==> src/rtl/sa_pkg.sv <==
// sa_pkg: shared defaults for the systolic array (column count, partial-sum
// width, operand width) and width helpers for counters and pointers.
package sa_pkg;

    localparam int SA_N  = 2;   // array columns
    localparam int SA_CW = 9;   // partial-sum width per column
    localparam int SA_DW = 4;   // PE operand width

    // Width of a counter that must hold 0..depth inclusive.
    function automatic int cnt_width(input int depth);
        return $clog2(depth + 1);
    endfunction

    // Width of a pointer into depth entries (at least one bit).
    function automatic int ptr_width(input int depth);
        return (depth > 1) ? $clog2(depth) : 1;
    endfunction

endpackage

==> src/rtl/sa_row_fifo.sv <==
// sa_row_fifo: synchronous first-word-fall-through FIFO with registered storage.
// Ports:
//   clk, rst          clock, asynchronous active-high reset
//   clear             synchronous clear of pointers and count (storage kept)
//   push, push_data   write request and row
//   pop               read request; head advances when not empty
//   pop_data          head entry (valid while !empty)
//   full, empty       occupancy flags
//   count             number of stored entries
// A push while full is only accepted together with a pop in the same cycle.
module sa_row_fifo
    import sa_pkg::*;
#(
    parameter int W     = 18,
    parameter int DEPTH = 4
) (
    input  logic                          clk,
    input  logic                          rst,
    input  logic                          clear,
    input  logic                          push,
    input  logic [W-1:0]                  push_data,
    input  logic                          pop,
    output logic [W-1:0]                  pop_data,
    output logic                          full,
    output logic                          empty,
    output logic [cnt_width(DEPTH)-1:0]   count
);

    localparam int PW   = ptr_width(DEPTH);
    localparam int CNTW = cnt_width(DEPTH);

    logic [W-1:0]    mem [DEPTH];
    logic [PW-1:0]   wr_ptr;
    logic [PW-1:0]   rd_ptr;
    logic [CNTW-1:0] cnt;
    logic            wr_en;
    logic            rd_en;

    assign full     = (cnt == CNTW'(DEPTH));
    assign empty    = (cnt == '0);
    assign count    = cnt;
    assign pop_data = mem[rd_ptr];

    assign rd_en = pop && !empty && !clear;
    // When full, the slot being written is the head being popped this edge.
    assign wr_en = push && !clear && (!full || rd_en);

    always_ff @(posedge clk or posedge rst) begin
        if (rst) begin
            wr_ptr <= '0;
            rd_ptr <= '0;
            cnt    <= '0;
        end else if (clear) begin
            wr_ptr <= '0;
            rd_ptr <= '0;
            cnt    <= '0;
        end else begin
            // DEPTH is a power of two, so pointers wrap naturally.
            if (wr_en) wr_ptr <= wr_ptr + PW'(1);
            if (rd_en) rd_ptr <= rd_ptr + PW'(1);
            case ({wr_en, rd_en})
                2'b10:   cnt <= cnt + CNTW'(1);
                2'b01:   cnt <= cnt - CNTW'(1);
                default: cnt <= cnt;
            endcase
        end
    end

    always_ff @(posedge clk) begin
        if (wr_en) mem[wr_ptr] <= push_data;
    end

endmodule

==> src/rtl/sa_result_collector.sv <==
// sa_result_collector: bottom-edge drain of the systolic array. Removes the
// one-cycle-per-column skew of the bottom-row cout bus, packs each row into
// one word, buffers rows in a FIFO and returns credits to the controller.
// Ports:
//   clk, rst           clock, asynchronous active-high reset
//   col_valid_in       column 0 carries a final row result this cycle
//   cout_in            bottom-row cout bus, column j at [j*CW +: CW]
//   flush              synchronous clear of deskew valids and FIFO
//   res_valid/ready    output row handshake
//   res_data           aligned row, column j at [j*CW +: CW]
//   credit             free FIFO slots minus rows in flight (registered)
//   overflow           sticky: a row was dropped
//   row_count          rows popped, wraps
// Handshake: a row transfers on every rising edge where res_valid && res_ready;
// while res_valid=1 and res_ready=0, res_valid and res_data hold steady, and
// res_valid never depends combinationally on res_ready or any input.
module sa_result_collector
    import sa_pkg::*;
#(
    parameter int N     = SA_N,
    parameter int CW    = SA_CW,
    parameter int DEPTH = 4,
    parameter int RCW   = 8
) (
    input  logic                          clk,
    input  logic                          rst,
    input  logic                          col_valid_in,
    input  logic [N*CW-1:0]               cout_in,
    input  logic                          flush,
    output logic                          res_valid,
    input  logic                          res_ready,
    output logic [N*CW-1:0]               res_data,
    output logic [cnt_width(DEPTH)-1:0]   credit,
    output logic                          overflow,
    output logic [RCW-1:0]                row_count
);

    localparam int CRW = cnt_width(DEPTH);

    logic [N*CW-1:0] aligned;
    logic            push_row;      // aligned row present at this edge
    logic            push_req;
    logic            push_acc;
    logic            pop_fire;
    logic            drop;
    logic            fifo_full;
    logic            fifo_empty;
    logic [CRW-1:0]  fifo_count;
    int              inflight_next; // rows in the valid delay line after this edge
    int              cnt_next;
    int              free_next;

    // Valid delay line: column 0 launches, the row is complete N-1 cycles later.
    if (N > 1) begin : g_vline
        logic [N-2:0] vline;

        always_ff @(posedge clk or posedge rst) begin
            if (rst) begin
                vline <= '0;
            end else if (flush) begin
                vline <= '0;
            end else begin
                vline[0] <= col_valid_in;
                for (int k = 1; k < N - 1; k++) vline[k] <= vline[k-1];
            end
        end

        assign push_row = vline[N-2];

        // Population of the next delay-line state; the last stage leaves it.
        always_comb begin
            inflight_next = 0;
            if (!flush) begin
                inflight_next = int'(col_valid_in);
                for (int k = 0; k < N - 2; k++) inflight_next += int'(vline[k]);
            end
        end
    end else begin : g_no_vline
        assign push_row      = col_valid_in;
        assign inflight_next = 0;
    end

    // Column j arrives j cycles after launch; delay it N-1-j cycles to align.
    for (genvar j = 0; j < N; j++) begin : g_col
        localparam int D = N - 1 - j;
        if (D == 0) begin : g_direct
            assign aligned[j*CW +: CW] = cout_in[j*CW +: CW];
        end else begin : g_dly
            logic [CW-1:0] sr [D];
            always_ff @(posedge clk) begin
                sr[0] <= cout_in[j*CW +: CW];
                for (int k = 1; k < D; k++) sr[k] <= sr[k-1];
            end
            assign aligned[j*CW +: CW] = sr[D-1];
        end
    end

    assign res_valid = !fifo_empty;
    assign pop_fire  = res_valid && res_ready && !flush;
    assign push_req  = push_row && !flush;
    assign push_acc  = push_req && (!fifo_full || pop_fire);
    assign drop      = push_req && fifo_full && !pop_fire;

    sa_row_fifo #(
        .W     (N*CW),
        .DEPTH (DEPTH)
    ) u_fifo (
        .clk       (clk),
        .rst       (rst),
        .clear     (flush),
        .push      (push_req),
        .push_data (aligned),
        .pop       (pop_fire),
        .pop_data  (res_data),
        .full      (fifo_full),
        .empty     (fifo_empty),
        .count     (fifo_count)
    );

    // Credit is computed from the post-edge state so it is current the cycle
    // after any launch, push or pop.
    always_comb begin
        cnt_next = int'(fifo_count);
        if (push_acc) cnt_next = cnt_next + 1;
        if (pop_fire) cnt_next = cnt_next - 1;
        if (flush)    cnt_next = 0;
        free_next = DEPTH - cnt_next - inflight_next;
    end

    always_ff @(posedge clk or posedge rst) begin
        if (rst) begin
            credit    <= CRW'(DEPTH);
            overflow  <= 1'b0;
            row_count <= '0;
        end else begin
            credit <= (free_next > 0) ? CRW'(free_next) : '0;
            if (flush) begin
                overflow <= 1'b0;
            end else begin
                if (drop)     overflow  <= 1'b1;
                if (pop_fire) row_count <= row_count + RCW'(1);
            end
        end
    end

endmodule

==> config.mk <==
export PLATFORM = sky130hd
export DESIGN_NAME = sa_result_collector
export DESIGN_NICKNAME = d
export VERILOG_FILES = /design/src/rtl/sa_pkg.sv /design/src/rtl/sa_row_fifo.sv /design/src/rtl/sa_result_collector.sv
export SDC_FILE = /design/constraint.sdc
export NUM_CORES = 1
export LEC_CHECK = 0
export BUFFER_PORTS_ARGS = -buffer_cell sky130_fd_sc_hd__buf_2
export CAP_MARGIN = 20
export CORE_MARGIN = 1
export CORE_UTILIZATION = 45
export CTS_CLUSTER_SIZE = 8
export DETAILED_ROUTE_END_ITERATION = 12
export GPL_ROUTABILITY_DRIVEN = 0
export GPL_TIMING_DRIVEN = 0
export PLACE_DENSITY = 0.78
export SYNTH_ARGS = -nofsm -noshare
export SYNTH_HDL_FRONTEND = slang
export SYNTH_SLANG_ARGS = --single-unit
==> constraint.sdc <==
create_clock -name clk -period 2.45 [get_ports clk]
set_input_delay 0 -clock clk [delete_from_list [all_inputs] [get_ports clk]]
set_output_delay 0 -clock clk [all_outputs]
set_load 0.1 [all_outputs]
==> run summary, run 1 <==
Run status
- result of the run: finished with violations
- failing checks: design-rule violations, negative setup slack

Setup path
- Levels on crit path: 13
- startpoint type of the worst setup path: register
- biggest fanout along the worst timing path: 5
- buffer and inverter count on the worst path: 1
- critical path class: register to register
- flop2flop setup slack: -0.09 ns
- Top Family by Delay on Critical Path: simple AND/OR/NAND/NOR gates
- capturing instance or port of the critical path: credit[0]
- critical-path cell list: inv_2 > ha_4 > or2b_1 > nor4_4 > or2_4 > ha_4 > mux2i_1 > nand2_1 > ha_2 > nor2b_4 > o21ai_2 > o2bb2ai_2 > a21boi_1
- endpoint of the most critical register-to-register path: credit[0]
- reg-to-reg startpoint: u_fifo.count[0]
- Worst Reg2Reg Path Length in Cells: 13
- max incr delay on CP: 0.45 ns
- critical path data arrival time: 2.77 ns
- required time at the worst-slack endpoint: 2.68 ns
- launching element of the worst setup path: u_fifo.count[0]
- cell seen most often among critical-path stages: sky130_fd_sc_hd__ha_4
- Max stage delay cell, worst path: sky130_fd_sc_hd__dfrtp_2
- Worst Setup End Kind: register

Cells and area
- final std cell area, no fill: 5300 um2
- Area Overhead vs Synth: 26.9%
- Antenna Diode Count: 0
- layout cell share with drive strength beyond 1: 43.0%
- fill cell instance count of the final layout: 684
- number of nets in the layout: 389
- final std cells w/o fill: 464
- final standard cell utilization of the core: 59.9%

STA
- Max transition margin: 37.5%
- highest attainable clock frequency: 0.393 GHz
- unrepaired setup endpoints after global routing: yes
- final setup violation count: 3
- final sum of negative setup slack: -0.254 ns
- max-slew violation count: 0
- Slew @ Worst Pin: 0.937 ns
- clock period minus worst slack: 2.54 ns
- Setup WS post-layout: -0.0921 ns
- Clock Skew: 0.0111 ns
- portion of the clock cycle consumed by the worst path in the final layout: 104%
- Final Hold Violating Endpoints: 0
- worst hold slack: 0.0582 ns

Power and ir drop
- clock power share: 16.6%
- areal power density over the cells: 1090 nW/um2
- maximum vdd drop: 1.01 mV
- switch share: 44.2%
- switching component of the power: 2.57 mW
- P_leak: 2.01 nW
- combinational fraction of design power: 48.1%
- total power draw: 5.80 mW
- design internal power: 3.24 mW
- sequential share of power: 35.3%

Floorplan
- Die Width: 98.4 um
- number of top-level design ports: 54
- core box area: 8850 um2
- number of placement rows: 34
- Die Area: 9670 um2
- starting density of the core: 47.2%
- Die Y: 98.4 um

Clocking
- root buffer cell: sky130_fd_sc_hd__clkbuf_8
- latest clock arrival within the worst-skew pair: 0.35 ns
- number of buffers on the longest clock path: 2
- CTS sink cnt: 101
- clk slew on worst S/H paths: 0.10 ns
- TritonCTS clock tree: yes
- CTS H-tree lvls: 3
- number of buffers created by CTS: 9

Job
- MaxCap Viol Count: 0

Yosys
- cell with the most instances after synthesis: sky130_fd_sc_hd__edfxtp_1
- Ys Warns: 0
- most area-hungry cell type in the Yosys netlist: sky130_fd_sc_hd__edfxtp_1
- Distinct cells, synth: 52
- Gate Count Post-Synth: 247
- largest cells by area after synthesis: sky130_fd_sc_hd__edfxtp_1 (52%), sky130_fd_sc_hd__dfrtp_1 (11%), sky130_fd_sc_hd__mux4_2 (9.7%)
- mean area per synthesized cell: 16.9 um2
- commonest cells in the netlist: sky130_fd_sc_hd__edfxtp_1 (72), sky130_fd_sc_hd__dfrtp_1 (19), sky130_fd_sc_hd__mux4_2 (18)
- nets in the synthesized netlist: 285
- post-synth design cell area: 4180 um2
- sequential-to-total area share from yosys stat: 68.1%
- Synth async-reset ratio: 19.8%
- number of flip-flops and latches in the synthesized netlist: 101
- predominant post-synthesis flop cell: sky130_fd_sc_hd__edfxtp_1
- number of flops mapped to enable cells by yosys: 72
- area fraction of the dominant cell type after synthesis: 51.8%

Detailed routing
- average detailed-routed wire length per instance: 16.8 um
- count of unresolved DRC violations after routing: 5
- Starting DRT DRC Count: 91
- first-pass iteration count of the detailed router: 8
- vias after detailed routing: 2459
- number of vias per cell: 5.30
- residual antenna-violating net count after detailed routing: 0
- Post-Route WL: 7.78 mm

Placement
- worst-case setup slack after placement: -0.274 ns
- post-DP HPWL: 4.72 mm
- Cells after DPL: 408
- placed cell area: 4650 um2
- I/O Buffers: 53

Global routing
- global-route wire length before repair: 12.3 mm
- global routing usage summed across all routing layers: 16.9%
- pin count of the biggest net entering global routing: 21
- overall overflow remaining after global route: 0
- antenna violations before repair: 0
- vias in the first global route: 2552

Min path
- worst hold-check path type: primary input to register

## power groups by stage
| stage | combinational, mW | sequential (mW) | clock [mW] |
|---|---|---|---|
| floorplan | 1.61 | 2.51 | 0 |
| global placement | 2.36 | 2.09 | 0 |
| detailed placement | 2.40 | 2.10 | 0 |
| CTS | 2.64 | 2.05 | 0.979 |
| global route | 2.94 | 2.06 | 1.04 |
| finish | 2.79 | 2.05 | 0.964 |
## flip-flops by register name (all words and copies together) (netlist names)
register / count
row_count: 8
g_vline.vline: 1
g_col.g_dly.sr: 9
overflow: 1
credit: 3
u_fifo.wr_ptr: 2
u_fifo.rd_ptr: 2
u_fifo.mem: 72
u_fifo.count: 3
## tightest hold or removal path: stages
cell,delay [ns]
sky130_fd_sc_hd__buf_2,0.14
sky130_fd_sc_hd__nor4_1,0.10
sky130_fd_sc_hd__xor2_1,0.12
## layer usage
| layer | share of wire (%) | global-route usage [%] |
|---|---|---|
| met1 | 42 | 19.6 |
| met2 | 53 | 30.9 |
| met3 | 3.9 | 4.51 |
| met4 | 0.96 | 4.13 |
| met5 | 0 | 0 |
## layout by cell type (no fill, tap or decap), types with 4 or more instances in the layout
cell type | synthesis | final
sky130_fd_sc_hd__mux4_2 | 18 | 18
sky130_fd_sc_hd__dlygate4sd3_1 | 0 | 20
sky130_fd_sc_hd__ha_1 | 14 | 6
sky130_fd_sc_hd__nor2_1 | 7 | 7
sky130_fd_sc_hd__xnor2_1 | 5 | 5
sky130_fd_sc_hd__nand3_1 | 8 | 8
sky130_fd_sc_hd__nand4_1 | 5 | 5
sky130_fd_sc_hd__nand2_1 | 7 | 7
sky130_fd_sc_hd__dfrtp_1 | 19 | 17
sky130_fd_sc_hd__buf_2 | 5 | 57
sky130_fd_sc_hd__buf_4 | 1 | 21
sky130_fd_sc_hd__inv_2 | 2 | 4
sky130_fd_sc_hd__and3_1 | 6 | 5
sky130_fd_sc_hd__ha_4 | 0 | 6
sky130_fd_sc_hd__clkbuf_8 | 0 | 9
sky130_fd_sc_hd__dfxtp_1 | 9 | 9
sky130_fd_sc_hd__inv_1 | 8 | 5
sky130_fd_sc_hd__xor2_1 | 5 | 5
sky130_fd_sc_hd__edfxtp_1 | 72 | 72
## how the worst min path moves through the flow
stage                from  cells after the start                 endpoint
4_1_cts             flush                      3             row_count[3]
5_1_grt             flush                      3             row_count[3]
3_3_place_gp   cout_in[7]                      1  g_col[0].g_dly.sr[0][7]
6_report            flush                      3             row_count[3]
3_5_place_dp   cout_in[3]                      1  g_col[0].g_dly.sr[0][3]
2_1_floorplan         rst                      1                credit[0]
## cell type report
| class | count | area (um2) | share of cell area (%) |
|---|---|---|---|
| flip-flops and latches | 101 | 2850 | 53.7 |
| multi-input cells | 128 | 1440 | 27.1 |
| repair buffers | 94 | 623 | 11.8 |
| well taps | 108 | 135 | 2.55 |
| clock buffers | 10 | 128 | 2.41 |
| clock inverters | 6 | 53.8 | 1.01 |
| inverters | 10 | 45.0 | 0.850 |
| plain buffers | 7 | 35.0 | 0.661 |
## what timing repair did
action                                  4_1_cts  5_1_grt
hold buffers                                 20        0
hold endpoints to repair                     65        0
buffers inserted                             13        8
endpoints found under the setup margin        4        4
pin swaps                                     6        6
cloned                                        0        0
gates resized for setup                      14       11
## cell families after synthesis
logic type                 share of synthesized area [%]
DFF                                                 68.1
and+or+nand+nor                                     8.18
muxes                                               11.3
AOI/OAI and AO/OA                                   3.41
buffers and inverters                               1.86
adders and majority gates                           4.67
xor gates and xnor gates                            2.49
(Power assumes the default switching activity.)
==> inputs of run 2 (changes only) <==
CELL_PAD_IN_SITES_DETAIL_PLACEMENT = 1   (was unset)
CELL_PAD_IN_SITES_GLOBAL_PLACEMENT = 1   (was unset)
CORE_UTILIZATION = 44   (was 45)
PLACE_DENSITY = 0.87   (was 0.78)
==> run 2 against run 1 <==
Compared with the run above: the run ends with negative setup slack left; power up 1.0%; clock power up 21%; non-clock buffer count down 8; clock skew down 0.0012 ns; sequential power about the same; cell area down 0.78%; critical path depth up 1; hold slack better by 0.0050 ns; wire length up 13%; maximum frequency down 3.1%.
==> run summary, run 2 (synthesized netlist as in run 1, its figures left out) <==
Clocking
- number of buffers on the longest clock path: 2, unchanged
- number of buffers created by CTS: 9, unchanged
- TritonCTS clock tree: yes
- root buffer cell: sky130_fd_sc_hd__clkbuf_8
- CTS sink cnt: 101, unchanged
- clk slew on worst S/H paths: 0.10 ns, about the same
- CTS H-tree lvls: 3, unchanged
- latest clock arrival within the worst-skew pair: 0.36 ns, about the same

Cells and area
- final std cell area, no fill: 5260 um2, -0.78%
- Antenna Diode Count: 0, unchanged
- biggest registers after layout: u_fifo.mem (72), g_col.g_dly.sr (9), row_count (8)
- final standard cell utilization of the core: 56.9%, -3.0 points
- final std cells w/o fill: 477, +2.8%
- max reg flops: 72, unchanged
- register with the most flip-flops: u_fifo.mem
- layout cell share with drive strength beyond 1: 39.1%, -3.9 points
- fill cell instance count of the final layout: 876, +28%
- Multi-input gate area: 1380 um2, -3.7%
- footprint of the flip-flops and latches: 2850 um2, unchanged
- Area Overhead vs Synth: 25.9%
- number of nets in the layout: 381, -2.1%
- top library cells by usage in the layout, fill and taps aside: sky130_fd_sc_hd__edfxtp_1 (72), sky130_fd_sc_hd__buf_2 (58), sky130_fd_sc_hd__dlygate4sd3_1 (20)
- most frequent standard cell in the layout excluding fill and tap cells: sky130_fd_sc_hd__edfxtp_1

STA
- clock period minus worst slack: 2.62 ns, +0.0801 ns
- max-slew violation count: 0, unchanged
- Final Hold Violating Endpoints: 0, unchanged
- Slew @ Worst Pin: 0.980 ns, +0.0429 ns
- unrepaired setup endpoints after global routing: yes
- portion of the clock cycle consumed by the worst path in the final layout: 107%, +3.3 points
- Max transition margin: 34.7%, -2.9 points
- Clock Skew: 0.00996 ns, -0.00115 ns
- final setup violation count: 3, unchanged
- worst hold slack: 0.0632 ns, +0.00502 ns
- highest attainable clock frequency: 0.381 GHz, -3.1%
- Setup WS post-layout: -0.172 ns, -0.0801 ns

Setup path
- required time at the worst-slack endpoint: 2.68 ns, about the same
- startpoint type of the worst setup path: register
- cell seen most often among critical-path stages: sky130_fd_sc_hd__ha_4
- endpoint of the most critical register-to-register path: credit[1]
- critical path class: register to register
- reg-to-reg startpoint: u_fifo.count[0]
- biggest fanout along the worst timing path: 5, unchanged
- Worst Setup End Kind: register
- Worst Reg2Reg Path Length in Cells: 14, +1
- critical-path cell list: inv_2 > ha_4 > and3b_2 > nor4_4 > or2_1 > buf_6 > ha_4 > mux2i_1 > nand2_1 > ha_2 > nor2b_4 > o21ai_2 > o2bb2ai_2 > a21boi_1
- critical path data arrival time: 2.85 ns, +0.08 ns
- Max stage delay cell, worst path: sky130_fd_sc_hd__dfrtp_2
- flop2flop setup slack: -0.17 ns, -0.08 ns
- max incr delay on CP: 0.40 ns, -0.05 ns

Power and ir drop
- switching component of the power: 2.54 mW, -0.87%
- P_leak: 2.00 nW, -0.71%
- areal power density over the cells: 1110 nW/um2, +1.8%
- switch share: 43.4%, -0.84 points
- design internal power: 3.32 mW, +2.6%
- clock power share: 20.0%, +3.4 points
- sequential share of power: 34.9%, -0.4 points
- combinational fraction of design power: 45.1%, -3.0 points
- maximum vdd drop: 0.989 mV, -2.5%

Detailed routing
- Post-Route WL: 8.78 mm, +13%
- first-pass iteration count of the detailed router: 4, -4
- vias after detailed routing: 2490, +1.3%
- residual antenna-violating net count after detailed routing: 0, unchanged
- count of unresolved DRC violations after routing: 0, -5
- number of vias per cell: 5.22, -1.5%
- Starting DRT DRC Count: 87, -4.4%
- average detailed-routed wire length per instance: 18.4 um, +9.8%

Global routing
- pin count of the biggest net entering global routing: 21, unchanged
- antenna violations before repair: 0, unchanged
- global routing usage summed across all routing layers: 18.9%, +2.0 points
- vias in the first global route: 2773, +8.7%
- overall overflow remaining after global route: 0, unchanged
- global-route wire length before repair: 13.9 mm, +13%

Floorplan
- number of placement rows: 35, +2.9%
- number of top-level design ports: 54, unchanged
- core box area: 9240 um2, +4.4%
- Die Y: 99.4 um, +1.1%
- starting density of the core: 45.2%, -2.0 points
- Die Width: 99.4 um, +1.1%
- Die Area: 9890 um2, +2.2%

Run status
- failing checks: negative setup slack
- result of the run: finished with violations

Min path
- hold-critical path depth: 3, unchanged
- sink of the worst hold path: row_count[3]
- worst hold-check path type: primary input to register
- hold wc startpoint: flush

Job
- MaxCap Viol Count: 0, unchanged

Placement
- Cells after DPL: 429, +5.1%
- post-DP HPWL: 5.58 mm, +18%
- placed cell area: 4680 um2, +0.56%
- I/O Buffers: 53, unchanged
- worst-case setup slack after placement: -0.331 ns, -0.0574 ns

## run 2: metal layers
metal / vias up / share of wire [%] / global-route usage (%)
met2: 53 / 53 / 35.4
met5: - / 0 / 0
met1: 1282 / 42 / 20.9
met3: 15 / 3.3 / 4.92
li1: 1140 / - / -
met4: 0 / 1.9 / 5.66
## run 2: timing repair
action                                  CTS  global route
setup buffers                            10             2
pin swaps                                 7             7
gates resized for setup                   5             9
endpoints found under the setup margin    4             4
hold buffers                             20             0
hold endpoints to repair                 65             0
## run 2: worst max path at each step
stage	startpoint	end	slack, ns	cells past startpoint
global placement	u_fifo.count[0]	credit[1]	-0.24	14
global route	u_fifo.count[0]	credit[1]	-0.34	14
detailed placement	u_fifo.count[0]	credit[0]	-0.33	14
CTS	u_fifo.count[1]	credit[0]	-0.27	14
finish	u_fifo.count[0]	credit[1]	-0.17	14
floorplan	u_fifo.count[0]	credit[0]	-0.008	14
## run 2: critical path: cells and delay by family (launching register included)
kind | cells | cell delay (ns)
AND/OR/NAND/NOR | 5 | 0.88
flip-flops | 1 | 0.40
adder cells (fa/ha/maj) | 3 | 0.54
multiplexers | 1 | 0.13
buffers and inverters | 2 | 0.17
AO/OA/AOI/OAI | 3 | 0.36
## run 2: power by group through the flow
stage	clock (mW)	combinational [mW]	sequential [mW]
global route	1.25	2.80	2.06
global placement	0	2.36	2.09
floorplan	0	1.61	2.51
detailed placement	0	2.41	2.10
CTS	1.20	2.57	2.05
finish	1.17	2.65	2.04
## run 2: stage by stage
stage               TNS (ns)  total power, mW
finish                -0.448             5.86
global route          -0.937             6.10
CTS                   -0.746             5.81
detailed placement    -0.962             4.52
global placement      -0.669             4.46
floorplan            -0.0213             4.12
## run 2: layout make-up
cell class	count	area share [%]
Timing Repair Buffer	85	10.6
Clock buffer	10	2.43
Multi-Input combinational cell	128	26.3
Sequential cell	101	54.1
Tap cell	129	3.07
Inverter	10	0.856
Clock inverter	6	1.78
Buffer	8	0.833
